<file path="src/rtl/rr_channel_mux.sv">
`default_nettype none
// ============================================================================
//  Module   : rr_channel_mux
//  Purpose  : Registered N:1 channel multiplexer with a round-robin arbiter and
//             valid/ready handshakes on every input channel and on the output.
//             Define RR_MUX_LOCK_EN to keep a granted channel on the output
//             until the beat carrying in_last=1 has been accepted.
//  Revision : 1.0 - initial release
// ============================================================================
module rr_channel_mux #(
   parameter int WIDTH    = 32,
   parameter int CHANNELS = 32,
   parameter int SEL_W    = $clog2(CHANNELS)
) (
   input  logic                      clk,
   input  logic                      reset,
   input  logic [CHANNELS-1:0]       in_valid,
   input  logic [CHANNELS*WIDTH-1:0] in_data,
   input  logic [CHANNELS-1:0]       in_last,
   output logic [CHANNELS-1:0]       in_ready,
   output logic                      out_valid,
   output logic [WIDTH-1:0]          out_data,
   output logic [SEL_W-1:0]          out_sel,
   output logic                      out_last,
   input  logic                      out_ready
);

   // Output register and round-robin pointer
   logic                r_out_valid;
   logic [WIDTH-1:0]    r_out_data;
   logic [SEL_W-1:0]    r_out_sel;
   logic                r_out_last;
   logic [SEL_W-1:0]    r_ptr;

   // Arbitration and datapath wires
   logic                w_load;
   logic [CHANNELS-1:0] w_req;
   logic [CHANNELS-1:0] w_mask;
   logic [CHANNELS-1:0] w_req_hi;
   logic                w_hi_any;
   logic [SEL_W-1:0]    w_hi_idx;
   logic [SEL_W-1:0]    w_lo_idx;
   logic                w_grant_any;
   logic [SEL_W-1:0]    w_grant_idx;
   logic [CHANNELS-1:0] w_grant_oh;
   logic                w_xfer;
   logic [WIDTH-1:0]    w_sel_data;
   logic                w_sel_last;
   logic [SEL_W-1:0]    w_next_ptr;
   logic                w_ptr_adv;

   // The output register can take a new beat when empty or being emptied
   assign w_load = !r_out_valid || out_ready;

`ifdef RR_MUX_LOCK_EN
   typedef enum logic [0:0] {
      ST_IDLE   = 1'b0,
      ST_LOCKED = 1'b1
   } state_t;

   state_t           r_state;
   state_t           w_state_nxt;
   logic [SEL_W-1:0] r_lock_ch;
   logic [SEL_W-1:0] w_lock_ch_nxt;

   // While locked only the owning channel is eligible, whether or not it is valid
   always_comb begin
      if (r_state == ST_LOCKED) begin
         w_req = in_valid & (CHANNELS'(1) << r_lock_ch);
      end else begin
         w_req = in_valid;
      end
   end

   // Lock state register
   always_ff @(posedge clk) begin
      if (reset) begin
         r_state   <= ST_IDLE;
         r_lock_ch <= '0;
      end else begin
         r_state   <= w_state_nxt;
         r_lock_ch <= w_lock_ch_nxt;
      end
   end

   // Lock next-state: a non-last beat holds the channel, a last beat releases it
   always_comb begin
      w_state_nxt   = r_state;
      w_lock_ch_nxt = r_lock_ch;
      w_ptr_adv     = 1'b0;
      if (w_xfer) begin
         if (!w_sel_last) begin
            w_state_nxt   = ST_LOCKED;
            w_lock_ch_nxt = w_grant_idx;
         end else begin
            w_state_nxt   = ST_IDLE;
            w_ptr_adv     = 1'b1;
         end
      end
   end
`else
   // Per-beat arbitration: every valid channel competes every cycle
   assign w_req     = in_valid;
   assign w_ptr_adv = w_xfer;
`endif

   // Channels at or above the pointer take priority over the wrapped-around ones
   always_comb begin
      w_mask = '0;
      for (int c = 0; c < CHANNELS; c++) begin
         w_mask[c] = (c >= int'(r_ptr));
      end
   end

   assign w_req_hi    = w_req & w_mask;
   assign w_hi_any    = |w_req_hi;
   assign w_grant_any = |w_req;

   // Lowest-index requester in the upper window and in the full vector
   always_comb begin
      w_hi_idx = '0;
      w_lo_idx = '0;
      for (int c = CHANNELS - 1; c >= 0; c--) begin
         if (w_req_hi[c]) begin
            w_hi_idx = SEL_W'(c);
         end
         if (w_req[c]) begin
            w_lo_idx = SEL_W'(c);
         end
      end
   end

   assign w_grant_idx = w_hi_any ? w_hi_idx : w_lo_idx;
   assign w_grant_oh  = w_grant_any ? (CHANNELS'(1) << w_grant_idx) : '0;
   assign w_xfer      = w_load && w_grant_any;
   assign w_sel_last  = |(in_last & w_grant_oh);

   // Grant is gated off during reset so no producer sees a phantom accept
   assign in_ready = (w_xfer && !reset) ? w_grant_oh : '0;

   // One-hot data mux driven by the grant vector
   always_comb begin
      w_sel_data = '0;
      for (int c = 0; c < CHANNELS; c++) begin
         if (w_grant_oh[c]) begin
            w_sel_data = in_data[c*WIDTH +: WIDTH];
         end
      end
   end

   // Pointer moves just past the served channel, wrapping for any channel count
   assign w_next_ptr = (w_grant_idx == SEL_W'(CHANNELS - 1)) ? '0 : (w_grant_idx + SEL_W'(1));

   // Round-robin pointer register
   always_ff @(posedge clk) begin
      if (reset) begin
         r_ptr <= '0;
      end else if (w_ptr_adv) begin
         r_ptr <= w_next_ptr;
      end
   end

   // Output register: load on transfer, drop valid when drained, hold on stall
   always_ff @(posedge clk) begin
      if (reset) begin
         r_out_valid <= 1'b0;
         r_out_data  <= '0;
         r_out_sel   <= '0;
         r_out_last  <= 1'b0;
      end else if (w_load) begin
         if (w_grant_any) begin
            r_out_valid <= 1'b1;
            r_out_data  <= w_sel_data;
            r_out_sel   <= w_grant_idx;
            r_out_last  <= w_sel_last;
         end else begin
            r_out_valid <= 1'b0;
         end
      end
   end

   assign out_valid = r_out_valid;
   assign out_data  = r_out_data;
   assign out_sel   = r_out_sel;
   assign out_last  = r_out_last;

endmodule
`default_nettype wire

</file>
<file path="config.mk">
export PLATFORM = sky130hd
export DESIGN_NAME = rr_channel_mux
export DESIGN_NICKNAME = d
export VERILOG_FILES = /design/src/rtl/rr_channel_mux.sv
export SDC_FILE = /design/constraint.sdc
export NUM_CORES = 1
export LEC_CHECK = 0
export BUFFER_PORTS_ARGS = -buffer_cell sky130_fd_sc_hd__buf_2
export CAP_MARGIN = 20
export CORE_AREA = 2 2 447 449
export DETAILED_ROUTE_END_ITERATION = 10
export DIE_AREA = 0 0 449 451
export GPL_TIMING_DRIVEN = 1
export MAX_ROUTING_LAYER = met4
export PLACE_DENSITY = 0.32
export SLEW_MARGIN = 40
export SYNTH_ARGS = -nofsm -noshare
export SYNTH_HDL_FRONTEND = slang
export SYNTH_SLANG_ARGS = --single-unit
</file>
<file path="constraint.sdc">
create_clock -name clk -period 5.7 [get_ports clk]
set_input_delay 0.855 -clock clk [delete_from_list [all_inputs] [get_ports clk]]
set_output_delay 0.855 -clock clk [all_outputs]
set_load 0.05 [all_outputs]
</file>
# == Yosys cells after proc, flatten, opt, wreduce, memory -nomap -nowiden ==
# Index checks and enable logic that the tools add are counted.
# word_totals
register_bits,44
out_inout_bits,71
word_cells,151
# classes
addsub,1
n_lt_le_gt_ge,31
n_eq_ne,1
shift,1
n_mux,101
n_bitwise,2
n_reduce_logical,9
# op_table
cell,n
$mux W32,34
$mux W5,66
$reduce_or A32 Y1,3
$ge A5 B5 Y1 const A,15
$and A32 B32 Y32,2
$ge A4 B5 Y1 const A,8
$shl A1 B5 Y32 const A,1
$ge A3 B5 Y1 const A,4
$ge A1 B5 Y1 const A,2
$ge A2 B5 Y1 const A,2
$add A5 B1 Y5 const B,1
$eq A5 B5 Y1 const B,1
$logic_and A1 B1 Y1,2
$logic_not A1 Y1,2
$reduce_and A2 Y1,1
$logic_or A1 B1 Y1,1
$mux W1,1

# == Longest topological paths before layout ==
# Gate-level depths: netlist (run 1).
# logic_depth
word_depth,69
ltp_mapped,24

# == Worst setup path before layout (run 1) ==
# No wires, ideal clock.
# synth_path
path_type,in2out
from,input in_valid[19]
to,output in_ready[17]
t_arrival_ps,5075
path_slack_ps,-230
stages,14
n_path_buf,4
path_cell_list,or4_1 > o311ai_1 > and3_4 > and4_1 > buf_6 > nand2_1 > o31a_1 > inv_1 > ha_1 > clkbuf_1 > inv_1 > buf_1 > clkbuf_1 > nor4_1
# synth_via
elab_chain_len,25
word_cells_on_any_way,49
classes_between,shift (1); mux (43); bitwise (1); reduce/logical (4)
# synth_lines
item,line_no,source
start: declaration,17,"input logic [CHANNELS-1:0] in_valid,"
$and A32 B32 Y32,115,assign w_req_hi = w_req & w_mask;
$mux W5 (20 in series),124,if (w_req_hi[c]) begin
$mux W5 (*),133,assign w_grant_idx = w_hi_any ? w_hi_idx : w_lo_idx;
via w_grant_idx[0],44,logic [SEL_W-1:0] w_grant_idx;
$shl A1 B5 Y32 (*),134,assign w_grant_oh = w_grant_any ? (CHANNELS'(1) << w_grant_idx) : '0;
$mux W32 (*),134,
$mux W32 (*),139,assign in_ready = (w_xfer && !reset) ? w_grant_oh : '0;
end: declaration,20,"output logic [CHANNELS-1:0] in_ready,"
# Mark *: on every way through the listed nets, which the timed path passes. The rest lies on a longest branch.

# == Worst setup path in the final report (run 1) ==
# layout_path
from,input in_valid[28]
to,output in_ready[18]
# layout_via
elab_chain_len,34
word_cells_on_any_way,67
classes_between,shift (1); mux (61); bitwise (1); reduce/logical (4)
# layout_lines
item,line_no
$and A32 B32 Y32,115
$mux W5 (29 in series),124
$mux W5 (*),133
via w_grant_idx[1],44
$shl A1 B5 Y32 (*),134
$mux W32 (*),134
$mux W32 (*),139
# Marks and branches as above.

==> results of run 1 <==
==> stage by stage <==
step / hold WS [ns] / total power, mW / TNS [ns]
global route: 0.491 / 11.1 / 0
floorplan: 0.675 / 3.72 / 0
detailed placement: 0.450 / 10.4 / -11.07
finish: 0.467 / 10.6 / 0
CTS: 0.462 / 10.9 / 0
global placement: 0.443 / 10.4 / -16.90
==> worst max-delay path, cell delays in order <==
cell,delay [ns]
buf_2,0.13
or2_2,0.32
o21ai_1,0.21
a21oi_1,0.10
o31ai_1,0.19
a211oi_1,0.13
o31ai_1,0.24
a211oi_1,0.14
o31ai_2,0.27
a32oi_1,0.18
buf_4,0.19
inv_1,0.15
ha_4,0.24
buf_4,0.17
o21a_1,0.21
a21oi_4,0.13
buf_12,0.21
nor3_1,0.22
buf_4,0.16
buf_2,0.25
==> cell families (layout without fill, tap and decap cells) <==
family / after synthesis / in the layout / share of synthesized area, %
AO/OA/AOI/OAI: 984 / 984 / 55.6
adder cells (fa/ha/maj): 7 / 7 / 0.666
buffers and inverters: 243 / 1668 / 7.90
flip-flops: 44 / 44 / 6.70
multiplexers: 4 / 4 / 0.305
other: 0 / 76 / 0
AND/OR/NAND/NOR: 770 / 770 / 28.9
==> cell usage in the layout (no fill, tap or decap), drive strengths merged, types with 24 or more instances in the layout <==
| cell | count |
|---|---|
| nand3 | 38 |
| diode | 76 |
| or3 | 42 |
| a2111oi | 34 |
| a222oi | 26 |
| nand2b | 43 |
| nand2 | 153 |
| a31oi | 37 |
| o21bai | 30 |
| o22ai | 56 |
| a221oi | 63 |
| and3 | 68 |
| a21o | 36 |
| o211ai | 68 |
| o221ai | 29 |
| a211oi | 41 |
| o2111a | 24 |
| buf | 1637 |
| a221o | 29 |
| a22oi | 49 |
| o311a | 33 |
| a2bb2oi | 26 |
| dfxtp | 44 |
| nor3 | 128 |
| a21oi | 195 |
| o21ai | 112 |
| nor2 | 232 |
==> registers in the layout, summed over array words and instances (netlist names) <==
name,cells
out_data,32
out_last,1
out_sel,5
r_ptr,5
out_valid,1
==> power by group through the flow <==
stage                     logic (mW)  registers, mW  clock network [mW]
after floorplan                 2.93          0.791                   0
after detailed placement        9.75          0.606                   0
after global placement          9.77          0.611                   0
after CTS                       9.83          0.601               0.424
after global routing            10.1          0.606               0.416
final                           9.61          0.590               0.392
==> cell type report <==
type                            instances  area share, %
Antenna cell                           76          0.700
Multi-Input combinational cell       1765           43.6
Tap cell                             2656           12.2
Clock inverter                          3         0.0691
Inverter                               22          0.341
Clock buffer                            5          0.461
Timing Repair Buffer                 1638           39.3
Sequential cell                        44           3.26
==> final timing paths <==
path | start | endpoint | slack, ns | depth (start not counted)
hold / removal | out_sel[3] | out_sel[3] | 0.47 | 2
setup reg to reg | r_ptr[1] | out_data[15] | 0.17 | 23
setup / recovery | in_valid[28] | in_ready[18] | 0.12 | 20
hold reg to reg | out_sel[3] | out_sel[3] | 0.47 | 2
==> routing by layer <==
metal  GRT usage [%]  routed length (um)  vias up
met5               -                   0        -
met2            38.1              114000     1437
met4            4.72                6150        0
met3            3.31               13800      237
li1                -                   -    11200
met1            28.7              101000    13100
==> what timing repair did <==
action                     CTS  global route
pin swaps                    3             4
buffers inserted             2             0
setup endpoints to repair   32            19
gates resized for setup     22            13
==> flow_metrics.env, run 1 <==
export IMPL_grt_pass1_wl_um=290000
export IMPL_finalSetupViolCount=0
export IMPL_rsz0062_at_grt="no"
export IMPL_fin_util_pct=13.7
export IMPL_synth_area_leaders="a21oi_1, dfxtp_1, nor2_1"
export IMPL_numCtsBuffers=5
export IMPL_worstMarginPinSlew_ns=0.874
export IMPL_dp_slack_ns=-0.685
export IMPL_io_pins=1162
export IMPL_hold_class="reg2reg"
export IMPL_end_kind="primary output"
export IMPL_hpwl_um=208000
export IMPL_dr_total_vias=25900
export IMPL_cts_hold_buf=0
export IMPL_p_seq_share_pct=5.6
export IMPL_h_tree_depth=2
export IMPL_fin_ws_ns=0.121
export IMPL_yosysTopAreaCellShare_pct=7.39
export IMPL_synth_common_cells="nor2_1, a21oi_1, clkbuf_1, nand2_1, nor3_1"
export IMPL_regArea_um2=886
export IMPL_final_max_slew_violation_count=0
export IMPL_rows=164
export IMPL_placed_area_um2=26600
export IMPL_die_w_um=449
export IMPL_drive_gt1_share_pct=51.3
export IMPL_die_area_um2=202000
export IMPL_detail_route_iter0_violations=2651
export IMPL_fmax_mhz=179
export IMPL_yosysMostFrequentCell="nor2_1"
export IMPL_finalInstanceArea_um2=27200
export IMPL_synth_largest_area_cell="a21oi_1"
export IMPL_synth_cell_area_um2=13100
export IMPL_internal_power_mw=4.13
export IMPL_io_buffers=1161
export IMPL_initial_core_util_pct=6.63
export IMPL_clk_latency_ns=0.38
export IMPL_dr_pass1_iters=8
export IMPL_grt_overflow_total=0
export IMPL_cp_required_ns=4.85
export IMPL_fin_skew_ns=0.0262
export IMPL_ys_seq_elements=44
export IMPL_hold_violations=0
export IMPL_drt_total_wl_um=235000
export IMPL_crit_type="in2out"
export IMPL_p_sw_mw=6.46
export IMPL_crit_fanout=6
export IMPL_crit_arrival_ns=4.72
export IMPL_grt_start_max_net_pins=67
export IMPL_clk_pin_slew_ns=0.09
export IMPL_cts_root_buf="clkbuf_16"
export IMPL_min_period_ns=5.58
export IMPL_ys_flop_type="dfxtp_1"
export IMPL_ys_warn_count=0
export IMPL_clock_power_share_pct=3.7
export IMPL_ant_nets=0
export IMPL_clock_sinks=44
export IMPL_gr_usage_all_layers_pct=22.7
export IMPL_fillers=23400
export IMPL_power_density_nw_per_um2=390
export IMPL_gp_congestion=0.987
export IMPL_final_nets=4574
export IMPL_multi_input_area_um2=11800
export IMPL_async_reset_ff_share_pct=0
export IMPL_irDropWorstVdd_uv=294
export IMPL_maxSlewHeadroom_pct=41.0
export IMPL_status="finished, final reports clean"
export IMPL_syn_avg_cell_area_um2=6.41
export IMPL_power_share_switching_pct=61.0
export IMPL_max_cap_violations=0
export IMPL_area_delta_synth_final_pct=107
export IMPL_synth_cell_types=98
export IMPL_p_comb_share_pct=90.7
export IMPL_synthCells=2052
export IMPL_cts_tree="done"
export IMPL_clock_path_buffers=2
export IMPL_placed_cells=6122
export IMPL_fp_coreArea_um2=198000
export IMPL_route_detailed_drc=0
export IMPL_synth_seq_area_share_pct=6.70
export IMPL_synth_fp_nets=3150
export IMPL_grt_pass1_vias=25500
export IMPL_final_cells=6209
export IMPL_min_period_over_period_pct=97.9
export IMPL_start_kind="input port"
export IMPL_antenna_found_initial=166
export IMPL_viasPerCell=4.18
export IMPL_die_y_um=451
export IMPL_synth_edf_count=0
export IMPL_drt_wirelength_per_cell_um=37.8
export IMPL_p_leak_nw=11.4
(Power assumes the default switching activity.)
==> run 2, diff against run 1 <==
==> constraint.sdc (replaced) <==
create_clock -name clk -period 5.7 [get_ports clk]
set_input_delay 0.285 -clock clk [delete_from_list [all_inputs] [get_ports clk]]
set_output_delay 0.285 -clock clk [all_outputs]
set_load 0.05 [all_outputs]
==> run 2 against run 1 <==
Compared with the run above:
- routed wire length fell by 1.9%
- sequential power fell by 8.8%
- setup slack improved by 0.10 ns
- power fell by 4.6%
- maximum frequency rose by 1.9%
- die area did not move
- count of clock-buffer cells in the layout rose by 1
- cell area fell by 5.1%
- global-route usage fell by 0.44 points
- critical path type is now reg2reg
- non-clock buffer count fell by 133
==> flow_metrics.env, run 2 (synthesis results as in run 1) <==
export IMPL_die_area_um2=202000
export IMPL_p_leak_nw=10.6
export IMPL_crit_arrival_ns=5.76
export IMPL_final_max_slew_violation_count=0
export IMPL_final_cell_mix="buf_2, buf_4, nor2_1"
export IMPL_dr_pass1_iters=6
export IMPL_hold_violations=0
export IMPL_placed_area_um2=25100
export IMPL_die_w_um=449
export IMPL_finalInstanceArea_um2=25800
export IMPL_grt_pass1_vias=24900
export IMPL_drt_total_wl_um=230000
export IMPL_clk_latency_ns=0.36
export IMPL_crit_fanout=32
export IMPL_detail_route_iter0_violations=2821
export IMPL_area_delta_synth_final_pct=96.0
export IMPL_h_tree_depth=2
export IMPL_cp_required_ns=5.99
export IMPL_worstMarginPinSlew_ns=0.892
export IMPL_p_total_mw=10.1
export IMPL_hold_class="in2reg"
export IMPL_clk_pin_slew_ns=0.11
export IMPL_ant_nets=0
export IMPL_grt_start_max_net_pins=70
export IMPL_drive_gt1_share_pct=49.4
export IMPL_gr_usage_all_layers_pct=22.2
export IMPL_gp_congestion=0.978
export IMPL_cts_hold_buf=0
export IMPL_cts_root_buf="clkbuf_16"
export IMPL_irDropWorstVdd_uv=248
export IMPL_clock_path_buffers=2
export IMPL_grt_overflow_total=0
export IMPL_route_detailed_drc=0
export IMPL_fillers=23500
export IMPL_fin_skew_ns=0.0309
export IMPL_mostFrequentLayoutCell="buf_2"
export IMPL_viasPerCell=4.23
export IMPL_status="finished, final reports clean"
export IMPL_clock_sinks=44
export IMPL_start_kind="register"
export IMPL_min_period_over_period_pct=96.0
export IMPL_cts_tree="done"
export IMPL_dr_total_vias=25700
export IMPL_final_nets=4441
export IMPL_antenna_found_initial=145
export IMPL_fmax_mhz=183
export IMPL_initial_core_util_pct=6.63
export IMPL_io_pins=1162
export IMPL_min_period_ns=5.47
export IMPL_drt_wirelength_per_cell_um=37.9
export IMPL_maxSlewHeadroom_pct=40.5
export IMPL_rows=164
export IMPL_numCtsBuffers=5
export IMPL_die_y_um=451
export IMPL_hpwl_um=206000
export IMPL_end_kind="register"
export IMPL_rsz0062_at_grt="yes"
export IMPL_crit_type="reg2reg"
export IMPL_power_density_nw_per_um2=392
export IMPL_largest_reg_flops=32
export IMPL_io_buffers=1161
export IMPL_fp_coreArea_um2=198000
export IMPL_finalSetupViolCount=0
export IMPL_max_cap_violations=0
export IMPL_grt_pass1_wl_um=285000
-- run 2: cell count changes in the layout (fill, tap and decap cells not counted), moves of 3 or more --
cell       change
buf_4        -114
a2111oi_4      +3
buf_12        -37
a2111oi_0      -4
a21oi_2        -3
a2111oi_2      +3
buf_2         +16
a21oi_1        +3
diode_2        +6
-- run 2: area by class of cell --
cell class / count / area [um2] / area share (%)
Tap cell: 2656 / 3320 / 12.9
Clock inverter: 2 / 35.0 / 0.136
Clock buffer: 6 / 129 / 0.500
Multi-Input combinational cell: 1765 / 11900 / 46.4
Sequential cell: 44 / 883 / 3.43
Timing Repair Buffer: 1505 / 9150 / 35.5
Inverter: 22 / 92.6 / 0.359
Antenna cell: 82 / 205 / 0.796
-- run 2: worst max-delay path, cell delays in order (launching register included) --
cell and delay [ns]:
dfxtp_1 0.47, buf_4 0.23, buf_4 0.15, nor3_2 0.06
o21a_1 0.18, nor2_1 0.15, a31oi_1 0.13, a31oi_2 0.25
nor3_2 0.08, o31ai_1 0.27, nand2_1 0.08, o31a_1 0.19
inv_1 0.18, ha_1 0.30, ha_1 0.25, nand2_1 0.10
o41ai_4 0.47, buf_12 0.28, a22oi_1 0.23, o211ai_1 0.69
o21ai_1 0.25, buf_4 0.21, a31oi_1 0.11
-- run 2: final timing paths --
kind	from	to	slack, ns	depth (start not counted)
worst max-delay path	r_ptr[1]	out_data[12]	0.23	22
worst min-delay path	in_data[1005]	out_data[13]	0.36	4
worst max register to register	r_ptr[1]	out_data[12]	0.23	22
worst min register to register	out_sel[3]	out_sel[3]	0.46	2
-- run 2: timing repair --
item                                    4_1_cts  5_1_grt
pin swaps                                     1        3
gates resized for setup                      12       20
buffers inserted                              3        3
gates cloned                                  0        0
endpoints found under the setup margin        8       24
-- run 2: per-layer routing --
metal | vias up | track usage, % | share of wire [%]
li1 | 11000 | - | -
met1 | 13100 | 27.4 | 42
met2 | 1511 | 37.0 | 48
met3 | 208 | 4.89 | 7.5
met4 | 0 | 4.88 | 2.5
met5 | - | - | 0
-- run 2: stage by stage --
| stage | TNS, ns | std cells | utilization, % | hold slack [ns] | setup WS (ns) |
|---|---|---|---|---|---|
| after floorplan | 0 | 2052 | - | 0.504 | 0.752 |
| after detailed placement | -0.905 | 5984 | 12.7 | 0.449 | -0.361 |
| after global routing | -0.0290 | 6062 | 13.0 | 0.360 | -0.0290 |
| final | 0 | 6082 | 13.0 | 0.362 | 0.225 |
| after global placement | -8.62 | 5975 | 12.6 | 0.446 | -1.39 |
| after CTS | 0 | 5995 | 12.8 | 0.330 | 0.0727 |
-- run 2: report_power, final --
group | switching [mW] | internal (mW)
registers | 0.124 | 0.414
clock network | 0.204 | 0.209
logic | 6.22 | 2.93
total | 6.55 | 3.56
